### config.mk
export PLATFORM = sky130hd
export DESIGN_NAME = pong_compositor
export DESIGN_NICKNAME = d
export VERILOG_FILES = /design/src/rtl/pong_pkg.sv /design/src/rtl/pong_frame_timer.sv /design/src/rtl/pong_compositor.sv
export SDC_FILE = /design/constraint.sdc
export NUM_CORES = 1
export LEC_CHECK = 0
export ABC_AREA = 1
export BUFFER_PORTS_ARGS = -buffer_cell sky130_fd_sc_hd__buf_2
export CAP_MARGIN = 20
export CORE_AREA = 5 5 69 71
export DETAILED_ROUTE_END_ITERATION = 16
export DIE_AREA = 0 0 74 76
export GPL_TIMING_DRIVEN = 0
export PLACE_DENSITY = 0.77
export SLEW_MARGIN = 0
export SYNTH_ARGS = -nofsm -noshare
export SYNTH_HDL_FRONTEND = slang
export SYNTH_SLANG_ARGS = --single-unit
### constraint.sdc
create_clock -name clk_0 -period 1.35 [get_ports clk_0]
set_clock_uncertainty 0.05 [all_clocks]
set_input_delay 0.27 -clock clk_0 [delete_from_list [all_inputs] [get_ports clk_0]]
set_output_delay 0.27 -clock clk_0 [all_outputs]
set_load 0.005 [all_outputs]
### src/rtl/pong_pkg.sv
// Shared definitions for the pong compositor: screen modes, colour
// constants and the sprite-pair index used by the collision vector.
package pong_pkg;

  typedef enum logic [1:0] {
    MODE_STARTUP = 2'd0,
    MODE_PLAY    = 2'd1,
    MODE_OVER    = 2'd2,
    MODE_PAUSE   = 2'd3
  } mode_e;

  localparam int COLOR_BITS_DEFAULT = 4;

  // Wide enough for any sensible channel depth; users slice the low 3*COLOR_BITS.
  localparam int MAX_COLOR_BITS = 16;
  localparam logic [3*MAX_COLOR_BITS-1:0] WHITE = '1;
  localparam logic [3*MAX_COLOR_BITS-1:0] BLACK = '0;

  // Flat index of sprite pair (i,j), i<j, out of n sprites:
  // (0,1)=0, (0,2)=1, ... (0,n-1), (1,2), ...
  function automatic int pair_index(input int i, input int j, input int n);
    return (i * (2 * n - i - 1)) / 2 + (j - i - 1);
  endfunction

endpackage

### src/rtl/pong_frame_timer.sv
// Frame timing for the compositor: detects the first blanking line, emits a
// one-cycle frame_tick, latches the requested screen mode only at frame
// boundaries and runs the text blink counter.
//
// mode_active state | meaning
// ------------------+---------------------------------------------
// MODE_STARTUP      | title screen, only text is drawn (reset state)
// MODE_PLAY         | sprites, then overlay, full intensity
// MODE_OVER         | game-over screen, only text is drawn
// MODE_PAUSE        | play picture at half intensity, blinking text
module pong_frame_timer
  import pong_pkg::*;
#(
  parameter int V_VIDEO      = 480,
  parameter int BLINK_FRAMES = 30
) (
  input  logic       clk_0,
  input  logic       rst,
  input  logic [9:0] pixel_x,
  input  logic [9:0] pixel_y,
  input  logic [1:0] mode_req,
  output logic       frame_tick,
  output logic [1:0] mode_active,
  output logic       blink
);

  localparam int CNT_W = (BLINK_FRAMES > 1) ? $clog2(BLINK_FRAMES) : 1;
  localparam logic [CNT_W-1:0] CNT_LAST = CNT_W'(BLINK_FRAMES - 1);

  logic             frame_tick_d, frame_tick_q;
  mode_e            mode_d, mode_q;
  logic [CNT_W-1:0] cnt_d, cnt_q;
  logic             blink_d, blink_q;

  // Next-state: boundary detect, mode latch and blink counter (all advance on the tick).
  always_comb begin
    frame_tick_d = (pixel_x == 10'd0) && (pixel_y == 10'(V_VIDEO));
    mode_d       = mode_q;
    cnt_d        = cnt_q;
    blink_d      = blink_q;
    if (frame_tick_q) begin
      mode_d = mode_e'(mode_req);
      if (mode_d != mode_q) begin
        // a new mode always starts its blink from a clean phase
        cnt_d   = '0;
        blink_d = 1'b0;
      end else if (cnt_q == CNT_LAST) begin
        cnt_d   = '0;
        blink_d = ~blink_q;
      end else begin
        cnt_d = cnt_q + CNT_W'(1);
      end
    end
  end

  // State registers with synchronous active-low reset.
  always_ff @(posedge clk_0) begin
    if (!rst) begin
      frame_tick_q <= 1'b0;
      mode_q       <= MODE_STARTUP;
      cnt_q        <= '0;
      blink_q      <= 1'b0;
    end else begin
      frame_tick_q <= frame_tick_d;
      mode_q       <= mode_d;
      cnt_q        <= cnt_d;
      blink_q      <= blink_d;
    end
  end

  assign frame_tick  = frame_tick_q;
  assign mode_active = mode_q;
  assign blink       = blink_q;

endmodule

### src/rtl/pong_compositor.sv
// Pixel compositor: merges sprite, overlay and text hit flags into RGB via a
// two-stage pipeline (S1 registers the hit flags, S2 picks and registers the
// colour). Mode and blink come from pong_frame_timer.
// Optional macro COMPOSITOR_COLLISION_EN adds a per-frame sprite-pair
// collision vector.
module pong_compositor
  import pong_pkg::*;
#(
  parameter int NUM_SPRITES  = 4,
  parameter int COLOR_BITS   = COLOR_BITS_DEFAULT,
  parameter int V_VIDEO      = 480,
  parameter int BLINK_FRAMES = 30
) (
  input  logic                                clk_0,
  input  logic                                rst,
  input  logic [9:0]                          pixel_x,
  input  logic [9:0]                          pixel_y,
  input  logic                                video_on,
  input  logic [NUM_SPRITES-1:0]              sprite_hit,
  input  logic [NUM_SPRITES-1:0]              sprite_en,
  input  logic [NUM_SPRITES*3*COLOR_BITS-1:0] sprite_color,
  input  logic                                overlay_hit,
  input  logic                                text_hit,
  input  logic [1:0]                          mode_req,
  output logic [COLOR_BITS-1:0]               red,
  output logic [COLOR_BITS-1:0]               green,
  output logic [COLOR_BITS-1:0]               blue,
  output logic [1:0]                          mode_active,
  output logic                                frame_tick,
  output logic                                blink
`ifdef COMPOSITOR_COLLISION_EN
  ,
  output logic [NUM_SPRITES*(NUM_SPRITES-1)/2-1:0] collision
`endif
);

  localparam int RGB_W = 3 * COLOR_BITS;
  localparam logic [RGB_W-1:0] RGB_WHITE = WHITE[RGB_W-1:0];
  localparam logic [RGB_W-1:0] RGB_BLACK = BLACK[RGB_W-1:0];

  pong_frame_timer #(
    .V_VIDEO      (V_VIDEO),
    .BLINK_FRAMES (BLINK_FRAMES)
  ) u_frame_timer (
    .clk_0       (clk_0),
    .rst         (rst),
    .pixel_x     (pixel_x),
    .pixel_y     (pixel_y),
    .mode_req    (mode_req),
    .frame_tick  (frame_tick),
    .mode_active (mode_active),
    .blink       (blink)
  );

  logic [NUM_SPRITES-1:0] hit_s1_d, hit_s1_q;
  logic                   overlay_s1_d, overlay_s1_q;
  logic                   text_s1_d, text_s1_q;
  logic                   video_on_s1_d, video_on_s1_q;
  logic [RGB_W-1:0]       play_rgb, dim_rgb;
  logic [RGB_W-1:0]       rgb_d, rgb_q;

  // S1 inputs: disabled sprites are masked before they reach the pipeline.
  always_comb begin
    hit_s1_d      = sprite_hit & sprite_en;
    overlay_s1_d  = overlay_hit;
    text_s1_d     = text_hit;
    video_on_s1_d = video_on;
  end

  // PLAY picture: lowest-index sprite wins, then overlay, then background.
  always_comb begin
    play_rgb = overlay_s1_q ? RGB_WHITE : RGB_BLACK;
    for (int i = NUM_SPRITES - 1; i >= 0; i--) begin
      if (hit_s1_q[i]) play_rgb = sprite_color[i*RGB_W +: RGB_W];
    end
  end

  // Half-intensity copy of the PLAY picture for PAUSE, per channel.
  always_comb begin
    dim_rgb = '0;
    for (int c = 0; c < 3; c++) begin
      dim_rgb[c*COLOR_BITS +: COLOR_BITS] = play_rgb[c*COLOR_BITS +: COLOR_BITS] >> 1;
    end
  end

  // S2 colour select by applied mode; blanking always forces black.
  always_comb begin
    case (mode_active)
      MODE_PLAY:  rgb_d = play_rgb;
      MODE_PAUSE: rgb_d = (text_s1_q && blink) ? RGB_WHITE : dim_rgb;
      default:    rgb_d = text_s1_q ? RGB_WHITE : RGB_BLACK;
    endcase
    if (!video_on_s1_q) rgb_d = RGB_BLACK;
  end

  // Pipeline registers with synchronous active-low reset.
  always_ff @(posedge clk_0) begin
    if (!rst) begin
      hit_s1_q      <= '0;
      overlay_s1_q  <= 1'b0;
      text_s1_q     <= 1'b0;
      video_on_s1_q <= 1'b0;
      rgb_q         <= '0;
    end else begin
      hit_s1_q      <= hit_s1_d;
      overlay_s1_q  <= overlay_s1_d;
      text_s1_q     <= text_s1_d;
      video_on_s1_q <= video_on_s1_d;
      rgb_q         <= rgb_d;
    end
  end

  assign red   = rgb_q[RGB_W-1 -: COLOR_BITS];
  assign green = rgb_q[2*COLOR_BITS-1 -: COLOR_BITS];
  assign blue  = rgb_q[COLOR_BITS-1:0];

`ifdef COMPOSITOR_COLLISION_EN
  localparam int NUM_PAIRS = NUM_SPRITES * (NUM_SPRITES - 1) / 2;

  logic [NUM_PAIRS-1:0] pair_now;
  logic [NUM_PAIRS-1:0] sticky_d, sticky_q;
  logic [NUM_PAIRS-1:0] collision_d, collision_q;

  for (genvar gi = 0; gi < NUM_SPRITES; gi++) begin : g_pair_i
    for (genvar gj = gi + 1; gj < NUM_SPRITES; gj++) begin : g_pair_j
      assign pair_now[pair_index(gi, gj, NUM_SPRITES)] =
        video_on_s1_q & hit_s1_q[gi] & hit_s1_q[gj];
    end
  end

  // Accumulate overlaps over a frame; publish and restart on the tick. The
  // pixel in S1 during the tick is already blanking of the next frame.
  always_comb begin
    sticky_d    = sticky_q | pair_now;
    collision_d = collision_q;
    if (frame_tick) begin
      collision_d = sticky_q;
      sticky_d    = pair_now;
    end
  end

  // Collision registers with synchronous active-low reset.
  always_ff @(posedge clk_0) begin
    if (!rst) begin
      sticky_q    <= '0;
      collision_q <= '0;
    end else begin
      sticky_q    <= sticky_d;
      collision_q <= collision_d;
    end
  end

  assign collision = collision_q;
`endif

endmodule

Word-level counts from Yosys, hierarchy flattened. Index checks and enable logic that the tools add are counted.

$add $sub $neg: 1. Eq/ne operators: 5. Muxes and demuxes: 12. Bitwise logic cells: 2. Reduce and logical (&&, ||, !) cells: 6.

Operators by type and width (count): 12-bit two-way mux (7); 12-bit case mux with 2 select lines (1); 10-bit by 9-bit == test with 1-bit output (second input constant) (1); 10-bit logical NOT (1); 5-bit two-way mux (2); 5-bit by 1-bit adder with 5-bit output (second input constant) (1); 5-bit == test (second input constant) (1); 4-bit AND (1); 2-bit AND reduction (2); 2-bit by 1-bit == test with 1-bit output (second input constant) (1); 2-bit == test (second input constant) (1); 1-bit logical AND (2); 1-bit two-way mux (2); 2-bit inequality test (1); 2-bit nonzero test (1); 1-bit NOT (1).

Flip-flop bits (word level): 28. Output and inout port bits: 16. Word-level logic and storage cells: 35.

Longest topological paths before layout. Gate-level depths: netlist of run 1.

Depth in word-level cells: 7. Mapped depth: 11. Mapped depth without buffers: 11.

By module. From an unflattened synthesis of run 1, not the netlist that was laid out.

Cell total of the unflattened synthesis: 293. Area total of the unflattened synthesis: 1795.5 µm².

Modules (own cells, without submodules): pong_compositor (times used 1, cells each 216, area each 1281.2 µm², sequential area each 380.4 µm²); pong_frame_timer (times used 1, cells each 77, area each 514.2 µm², sequential area each 180.2 µm²).

Worst setup path after synthesis of run 1. No wires, ideal clock.

Kind: reg-to-reg. Start: reg hit_s1_q[2]. End: reg rgb_q[9]. Setup time: 0.128 ns. Data arrival time: 1.048 ns. Slack: 0.125 ns. Cell stages (with the launch flop): 11. Period minus slack after synthesis: 1.225 ns. Cells stage by stage: dfxtp_1 -> inv_2 -> buf_6 -> nor2_2 -> nor2_1 -> nand2_1 -> nand2_1 -> nand3_1 -> nand2_1 -> a21oi_2 -> nor2_1.

Word-level cells in the longest chain between the ends: 5.

Ends and longest elaborated chain: start, declared (line pong_compositor.sv:55) `logic [NUM_SPRITES-1:0] hit_s1_d, hit_s1_q;`; start signal, assigned (line pong_compositor.sv:105) `hit_s1_q <= hit_s1_d;`; 12-bit two-way mux (*) (3 in a row) (line pong_compositor.sv:74) `if (hit_s1_q[i]) play_rgb = sprite_color[i*RGB_W +: RGB_W];`; 12-bit two-way mux (line pong_compositor.sv:90) `MODE_PAUSE: rgb_d = (text_s1_q && blink) ? RGB_WHITE : dim_rgb;`; 12-bit case mux with 2 select lines (*) (line pong_compositor.sv:88) `case (mode_active)`; end signal, assigned (line pong_compositor.sv:109) `rgb_q <= rgb_d;`; end, declared (line pong_compositor.sv:60) `logic [RGB_W-1:0] rgb_d, rgb_q;`.

Every way passes the cells marked *; elsewhere a longest branch is shown, timed or not. A chain may end at the register's enable or synchronous reset.

Worst setup path after layout of run 1.
Start: reg hit_s1_q[3]. End: reg rgb_q[5].

Word-level cells in the longest chain between the ends: 6.

Ends and longest elaborated chain (line): 12-bit two-way mux (*) (4 in a row) (pong_compositor.sv:74); 12-bit two-way mux (pong_compositor.sv:90); 12-bit case mux with 2 select lines (*) (pong_compositor.sv:88).

Marked as above.

==> metrics.log, run 1 <==
[metrics] n_diodes: 0
[metrics] placed wire-length estimate: 4.057 mm
[metrics] vertical extent of the die: 76 um
[metrics] Site Rows: 24
[metrics] routed via count divided by cell count: 4.795
[metrics] cell at the root of the clock tree: sky130_fd_sc_hd__clkbuf_8
[metrics] top library cells by usage in the layout, fill and taps aside: sky130_fd_sc_hd__buf_2, sky130_fd_sc_hd__nand2_1, sky130_fd_sc_hd__nor2_1, sky130_fd_sc_hd__dfxtp_1, sky130_fd_sc_hd__a21oi_1
[metrics] clock transition at the register clock pins on the worst setup and hold paths after CTS: 0.10 ns
[metrics] critical path arrival: 1.47 ns
[metrics] number of max-cap violations: 0
[metrics] total number of yosys warnings: 0
[metrics] Synth Flop Type: sky130_fd_sc_hd__dfxtp_1
[metrics] most common cell after layout, fill and taps aside: sky130_fd_sc_hd__buf_2
[metrics] GRT overflow: 0
[metrics] post-synthesis sequential element count: 28
[metrics] Hold Worst Slack: 0.1126 ns
[metrics] total via count after detailed routing: 2,105
[metrics] maximum level of the CTS H-tree: 1
[metrics] ordered cell list for the critical path: buf_4 -> nand2_1 -> nand2_1 -> nand2_1 -> nand3_1 -> nand2_1 -> nand3_1 -> nand2_1 -> inv_1 -> nor2_1 -> nor2_1
[metrics] TritonCTS clock tree: yes
[metrics] nature of the critical path endpoint: register
[metrics] Slew @ Worst Pin: 0.4060 ns
[metrics] crit path launch type: register
[metrics] Netlist cell types: 29
[metrics] unrepaired setup endpoints after global routing: true
[metrics] violation count after the first detailed-routing iteration: 102
[metrics] post-layout worst setup margin: -0.01136 ns
[metrics] synthesized area: 1678 um2
[metrics] final net count: 473
[metrics] share of layout cells above drive strength 1: 0.3953
[metrics] slowest stage cell on the critical path: sky130_fd_sc_hd__dfxtp_4
[metrics] antenna-violating nets left: 0
[metrics] post-synthesis net count: 360
[metrics] wirelength, routed: 5.247 mm
[metrics] average wire length per cell after detail routing: 11.95 um
[metrics] global-route wire length before repair: 8.024 mm
[metrics] post-place setup slack: -0.1209 ns
[metrics] placed insts: 424
[metrics] DRC Markers: 0
[metrics] clock buffers created by TritonCTS: 3
[metrics] mean post-synth cell area: 6.101 um2
[metrics] GRT Overall Usage: 0.1742
[metrics] peak supply drop: 0.6175 mV
[metrics] Critical Path RT: 1.46 ns
[metrics] final hold vios: 0
[metrics] largest net degree at the start of global routing: 17
[metrics] gate family responsible for the most delay along the worst path: simple AND/OR/NAND/NOR gates
[metrics] final setup violating endpoints: 1
[metrics] latest clock arrival within the worst-skew pair: 0.28 ns
[metrics] final clock period utilization by the worst path: 1.008
[metrics] result of the run: complete, but fails checks
[metrics] Hold Path Class: in -> reg
[metrics] power density normalized to cell area: 765.6 nW/um2
[metrics] top fanout value on the critical path: 4
[metrics] GPL Wtd Cong: 0.8697
[metrics] Worst path max stage delay: 0.38 ns
[metrics] number of synthesized flops with an enable pin: 0
[metrics] register area share after synthesis: 0.3341
[metrics] placeable core area: 4174 um2
[metrics] count of input and output buffers: 97
[metrics] CP Buf/Inv Count: 2
[metrics] Max Transition Viols Final: 0
[metrics] clock sink count: 28
[metrics] failing checks: negative setup slack
[metrics] Worst path most repeated cell: sky130_fd_sc_hd__nand2_1
[metrics] Fmax achieved: 734.6 MHz
[metrics] via count of the first global-routing pass: 1,964
[metrics] Initial DRT Pass Iterations: 4
[metrics] number of instances in the synthesized netlist: 275
[metrics] Leak Pwr: 1.372 nW
[metrics] floorplan die area: 5624 um2
[metrics] initial antenna violation count: 0
[metrics] CP Class: reg -> reg
[metrics] async set or reset register ratio after synthesis: 0
[metrics] Initial Util: 0.4020
[metrics] Max-slew headroom: 0.7293
[metrics] overall die width: 74 um
[metrics] layout-stage area growth over the synthesis result: 48.99%
[metrics] Non-Filler Instances: 439
[metrics] post-layout minimum cycle time: 1.361 ns
[metrics] I/O pins: 99
[metrics] number of buffers between clock root and the deepest sink: 2
## worst min-delay path, stage by stage
cell and delay [ns]:
sky130_fd_sc_hd__buf_2 0.07, sky130_fd_sc_hd__nand2_1 0.04, sky130_fd_sc_hd__inv_1 0.04
## cells in the mapped netlist (2+ instances only)
cell type                  instances  area share
sky130_fd_sc_hd__ha_1              2       0.015
sky130_fd_sc_hd__dfxtp_1          28        0.33
sky130_fd_sc_hd__buf_4             3       0.013
sky130_fd_sc_hd__nor2_1           43       0.096
sky130_fd_sc_hd__o21ai_0           9       0.027
sky130_fd_sc_hd__nor4_1            3       0.011
sky130_fd_sc_hd__nor2_2            2      0.0075
sky130_fd_sc_hd__nand3_1          16       0.048
sky130_fd_sc_hd__a21oi_1          23       0.069
sky130_fd_sc_hd__clkbuf_1          2      0.0045
sky130_fd_sc_hd__or2_2             5       0.019
sky130_fd_sc_hd__nand2_1          97        0.22
sky130_fd_sc_hd__nor3_1            2      0.0060
sky130_fd_sc_hd__xor2_1            2       0.010
sky130_fd_sc_hd__buf_2             2      0.0060
sky130_fd_sc_hd__inv_1            21       0.047
sky130_fd_sc_hd__xnor2_1           3       0.016
## registers in the layout, indices dropped and copies added, names as in the netlist
register / flops
u_frame_timer.blink: 1
video_on_s1_q: 1
hit_s1_q: 4
u_frame_timer.mode_active: 2
text_s1_q: 1
overlay_s1_q: 1
rgb_q: 12
u_frame_timer.frame_tick: 1
u_frame_timer.cnt_q: 5
## worst paths after layout
path	startpoint	end	slack, ns	depth (start not counted)
worst max-delay path	hit_s1_q[3]	rgb_q[5]	-0.01	11
worst min register to register	video_on_s1_q	rgb_q[8]	0.47	2
worst max register to register	hit_s1_q[3]	rgb_q[5]	-0.01	11
worst min-delay path	video_on	video_on_s1_q	0.11	3
## per-stage QoR
stage	instance area, um2	utilization	total power [mW]	TNS [ns]
floorplan	1678	-	1.049	0
global placement	2228	0.5339	1.209	-0.3009
detailed placement	2228	0.5339	1.214	-0.5296
CTS	2332	0.5588	1.880	0
global route	2500	0.5989	2.020	-0.8321
finish	2500	0.5989	1.914	-0.01136
## area by class of cell
type	instances	area (um2)
Clock inverter	1	30.03
Inverter	23	91.34
Timing Repair Buffer	108	583.1
Fill cell	405	1674
Clock buffer	3	41.29
Buffer	9	83.83
Multi-Input combinational cell	215	1032
Sequential cell	28	573.1
Tap cell	52	65.06
## layer usage
metal  share of wire  global-route usage  vias to the layer above
met2            0.51              0.3094                      102
met4          0.0021             0.02717                        0
met3            0.12             0.04617                        2
met1            0.37              0.2091                      913
met5               0                   0                        -
li1                -                   -                     1088
## power by group
group	internal, mW	switching [mW]	total (mW)
registers	0.839	0.0120	0.851
logic	0.196	0.196	0.392
clock network	0.397	0.273	0.670
total	1.43	0.481	1.91
## cell families (layout without fill, tap and decap cells)
family	Yosys count	after routing	synth area share
compound gates	37	37	0.1178
xor+xnor	5	5	0.02610
fa+ha+maj	2	2	0.01491
buf+inv	32	144	0.09023
flops	28	28	0.3341
simple gates	171	171	0.4169
## what timing repair did
action                                  in CTS  in global routing
hold buffers                                 0                  0
setup buffers                                0                  9
endpoints found under the setup margin      10                 16
resized for setup                           11                 29
pin swaps                                    0                  7
cloned                                       0                  2
Note: power is estimated with default switching activity, not from simulation.
==> run 2: changes to the inputs <==
CAP_MARGIN = 30   (was 20)
CORE_AREA = 5 5 71 73   (was 5 5 69 71)
DIE_AREA = 0 0 76 78   (was 0 0 74 76)
PLACE_DENSITY = 0.73   (was 0.77)
==> metrics.log, run 2 (synthesized netlist as in run 1, its figures left out) <==
[metrics] CP Buf/Inv Count: 1
[metrics] Fmax achieved: 739.0 MHz
[metrics] final hold vios: 0
[metrics] final clock period utilization by the worst path: 1.002
[metrics] Critical Path RT: 1.46 ns
[metrics] count of input and output buffers: 97
[metrics] registers with the most flip-flops: rgb_q (12), u_frame_timer.cnt_q (5), hit_s1_q (4)
[metrics] final non-filler cell area: 2459 um2
[metrics] Worst path max stage delay: 0.38 ns
[metrics] average wire length per cell after detail routing: 11.79 um
[metrics] Max Transition Viols Final: 0
[metrics] floorplan die area: 5928 um2
[metrics] Site Rows: 24
[metrics] total via count after detailed routing: 2,062
[metrics] GRT Overall Usage: 0.1641
[metrics] Worst Hold End: video_on_s1_q
[metrics] share of layout cells above drive strength 1: 0.3990
[metrics] crit path launch type: register
[metrics] most flop-heavy register: rgb_q
[metrics] I/O pins: 99
[metrics] post-layout minimum cycle time: 1.353 ns
[metrics] number of max-cap violations: 0
[metrics] Critical Path Source: hit_s1_q[2]
[metrics] register area: 571.8 um2
[metrics] Initial DRT Pass Iterations: 4
[metrics] Hold Path Class: in -> reg
[metrics] violation count after the first detailed-routing iteration: 101
[metrics] max reg flops: 12
[metrics] Hold Worst Slack: 0.1232 ns
[metrics] largest net degree at the start of global routing: 17
[metrics] setup slack of the worst register-to-register path: -0.003 ns
[metrics] global-route wire length before repair: 8.190 mm
[metrics] ordered cell list for the critical path: buf_6 -> a21oi_4 -> nand2_1 -> nand2_1 -> nand2_2 -> nand3_2 -> nand2_2 -> a21oi_2 -> nor2_1
[metrics] multi-input gate area in the final layout: 1051 um2
[metrics] cell count of the worst hold path: 3
[metrics] final core utilization: 0.5726
[metrics] critical path arrival: 1.46 ns
[metrics] CP Class: reg -> reg
[metrics] failing checks: negative setup slack
[metrics] Max-slew headroom: 0.7164
[metrics] result of the run: complete, but fails checks
[metrics] vertical extent of the die: 78 um
[metrics] maximum level of the CTS H-tree: 1
[metrics] Slew @ Worst Pin: 0.4253 ns
[metrics] Filler Cells Inserted: 438
[metrics] GPL Wtd Cong: 0.9090
[metrics] overall die width: 76 um
[metrics] placed wire-length estimate: 4.021 mm
[metrics] Placed Instance Area: 2228 um2
[metrics] layout-stage area growth over the synthesis result: 46.53%
[metrics] GRT overflow: 0
[metrics] most common cell after layout, fill and taps aside: sky130_fd_sc_hd__buf_2
[metrics] via count of the first global-routing pass: 1,984
[metrics] wirelength, routed: 5.103 mm
[metrics] power density normalized to cell area: 772.4 nW/um2
[metrics] cell at the root of the clock tree: sky130_fd_sc_hd__clkbuf_8
[metrics] antenna-violating nets left: 0
[metrics] depth of the worst register-to-register path: 9
[metrics] nature of the critical path endpoint: register
[metrics] peak supply drop: 0.5429 mV
[metrics] routed via count divided by cell count: 4.762
[metrics] initial antenna violation count: 0
[metrics] number of hold buffers added after CTS: 0
[metrics] total power draw: 1.899 mW
[metrics] n_diodes: 0
[metrics] TritonCTS clock tree: yes
[metrics] placeable core area: 4294 um2
[metrics] hold path startpoint: video_on
[metrics] clock sink count: 28
[metrics] final net count: 467
[metrics] Initial Util: 0.3907
[metrics] final setup violating endpoints: 1
[metrics] clock buffers created by TritonCTS: 3
[metrics] clock transition at the register clock pins on the worst setup and hold paths after CTS: 0.10 ns
[metrics] DRC Markers: 0
[metrics] top library cells by usage in the layout, fill and taps aside: sky130_fd_sc_hd__buf_2, sky130_fd_sc_hd__nand2_1, sky130_fd_sc_hd__nor2_1, sky130_fd_sc_hd__dfxtp_1, sky130_fd_sc_hd__a21oi_1
[metrics] Leak Pwr: 1.333 nW
[metrics] top fanout value on the critical path: 7
[metrics] latest clock arrival within the worst-skew pair: 0.27 ns
[metrics] slowest stage cell on the critical path: sky130_fd_sc_hd__dfxtp_4
[metrics] critical register-to-register path endpoint: rgb_q[9]
[metrics] unrepaired setup endpoints after global routing: true
[metrics] number of buffers between clock root and the deepest sink: 2
[metrics] gate family responsible for the most delay along the worst path: simple AND/OR/NAND/NOR gates
[metrics] post-layout worst setup margin: -0.003147 ns
[metrics] FF-to-FF Start: hit_s1_q[2]
[run 2: worst reg2reg max path, delay by kind of cell, from the launching register on]
kind | cells | cell delay, ns
AND/OR/NAND/NOR | 6 | 0.44
buffers and inverters | 1 | 0.12
flip-flops | 1 | 0.38
AO/OA/AOI/OAI | 2 | 0.26
[run 2: report_power, final]
| part | leakage (nW) | switching, mW | internal, mW |
|---|---|---|---|
| Sequential | 0.231 | 0.0102 | 0.841 |
| Clock | 0.0357 | 0.262 | 0.397 |
| Combinational | 1.07 | 0.199 | 0.189 |
| Total | 1.33 | 0.472 | 1.43 |
[run 2: worst max-delay path by stage]
stage / slack [ns] / endpoint / cells past startpoint
floorplan: 0.12 / rgb_q[9] / 10
global placement: -0.12 / rgb_q[1] / 9
detailed placement: -0.14 / rgb_q[1] / 9
CTS: 0.006 / rgb_q[10] / 9
global route: -0.11 / rgb_q[5] / 11
finish: -0.003 / rgb_q[9] / 9
[run 2: final cells by class]
cell class,instances,share of cell area
inverter,23,0.03664
timing repair buffer,103,0.2173
buffer,8,0.03053
tap,52,0.02646
sequential,28,0.2326
multi-input combinational,215,0.4275
clock inverter,1,0.01221
clock buffer,3,0.01679
[run 2: repair_timing]
item / CTS / global route
gates resized for setup: 11 / 32
setup buffers: 0 / 6
setup endpoints to repair: 9 / 18
pin swaps: 0 / 16
[run 2: per-layer routing]
metal | GRT usage | up-vias | wire [um]
li1 | - | 1077 | -
met1 | 0.1975 | 893 | 2178
met2 | 0.2877 | 86 | 2409
met3 | 0.04630 | 6 | 448
met4 | 0.03915 | 0 | 65
met5 | 0 | - | 0
[run 2: metrics by stage]
stage           TNS (ns)  setup WS (ns)  cells
2_1_floorplan          0         0.1248    275
3_3_place_gp     -0.4381        -0.1217    424
3_5_place_dp     -0.5923        -0.1426    424
4_1_cts                0       0.005696    428
5_1_grt          -0.5808        -0.1061    433
6_report       -0.003147      -0.003147    433
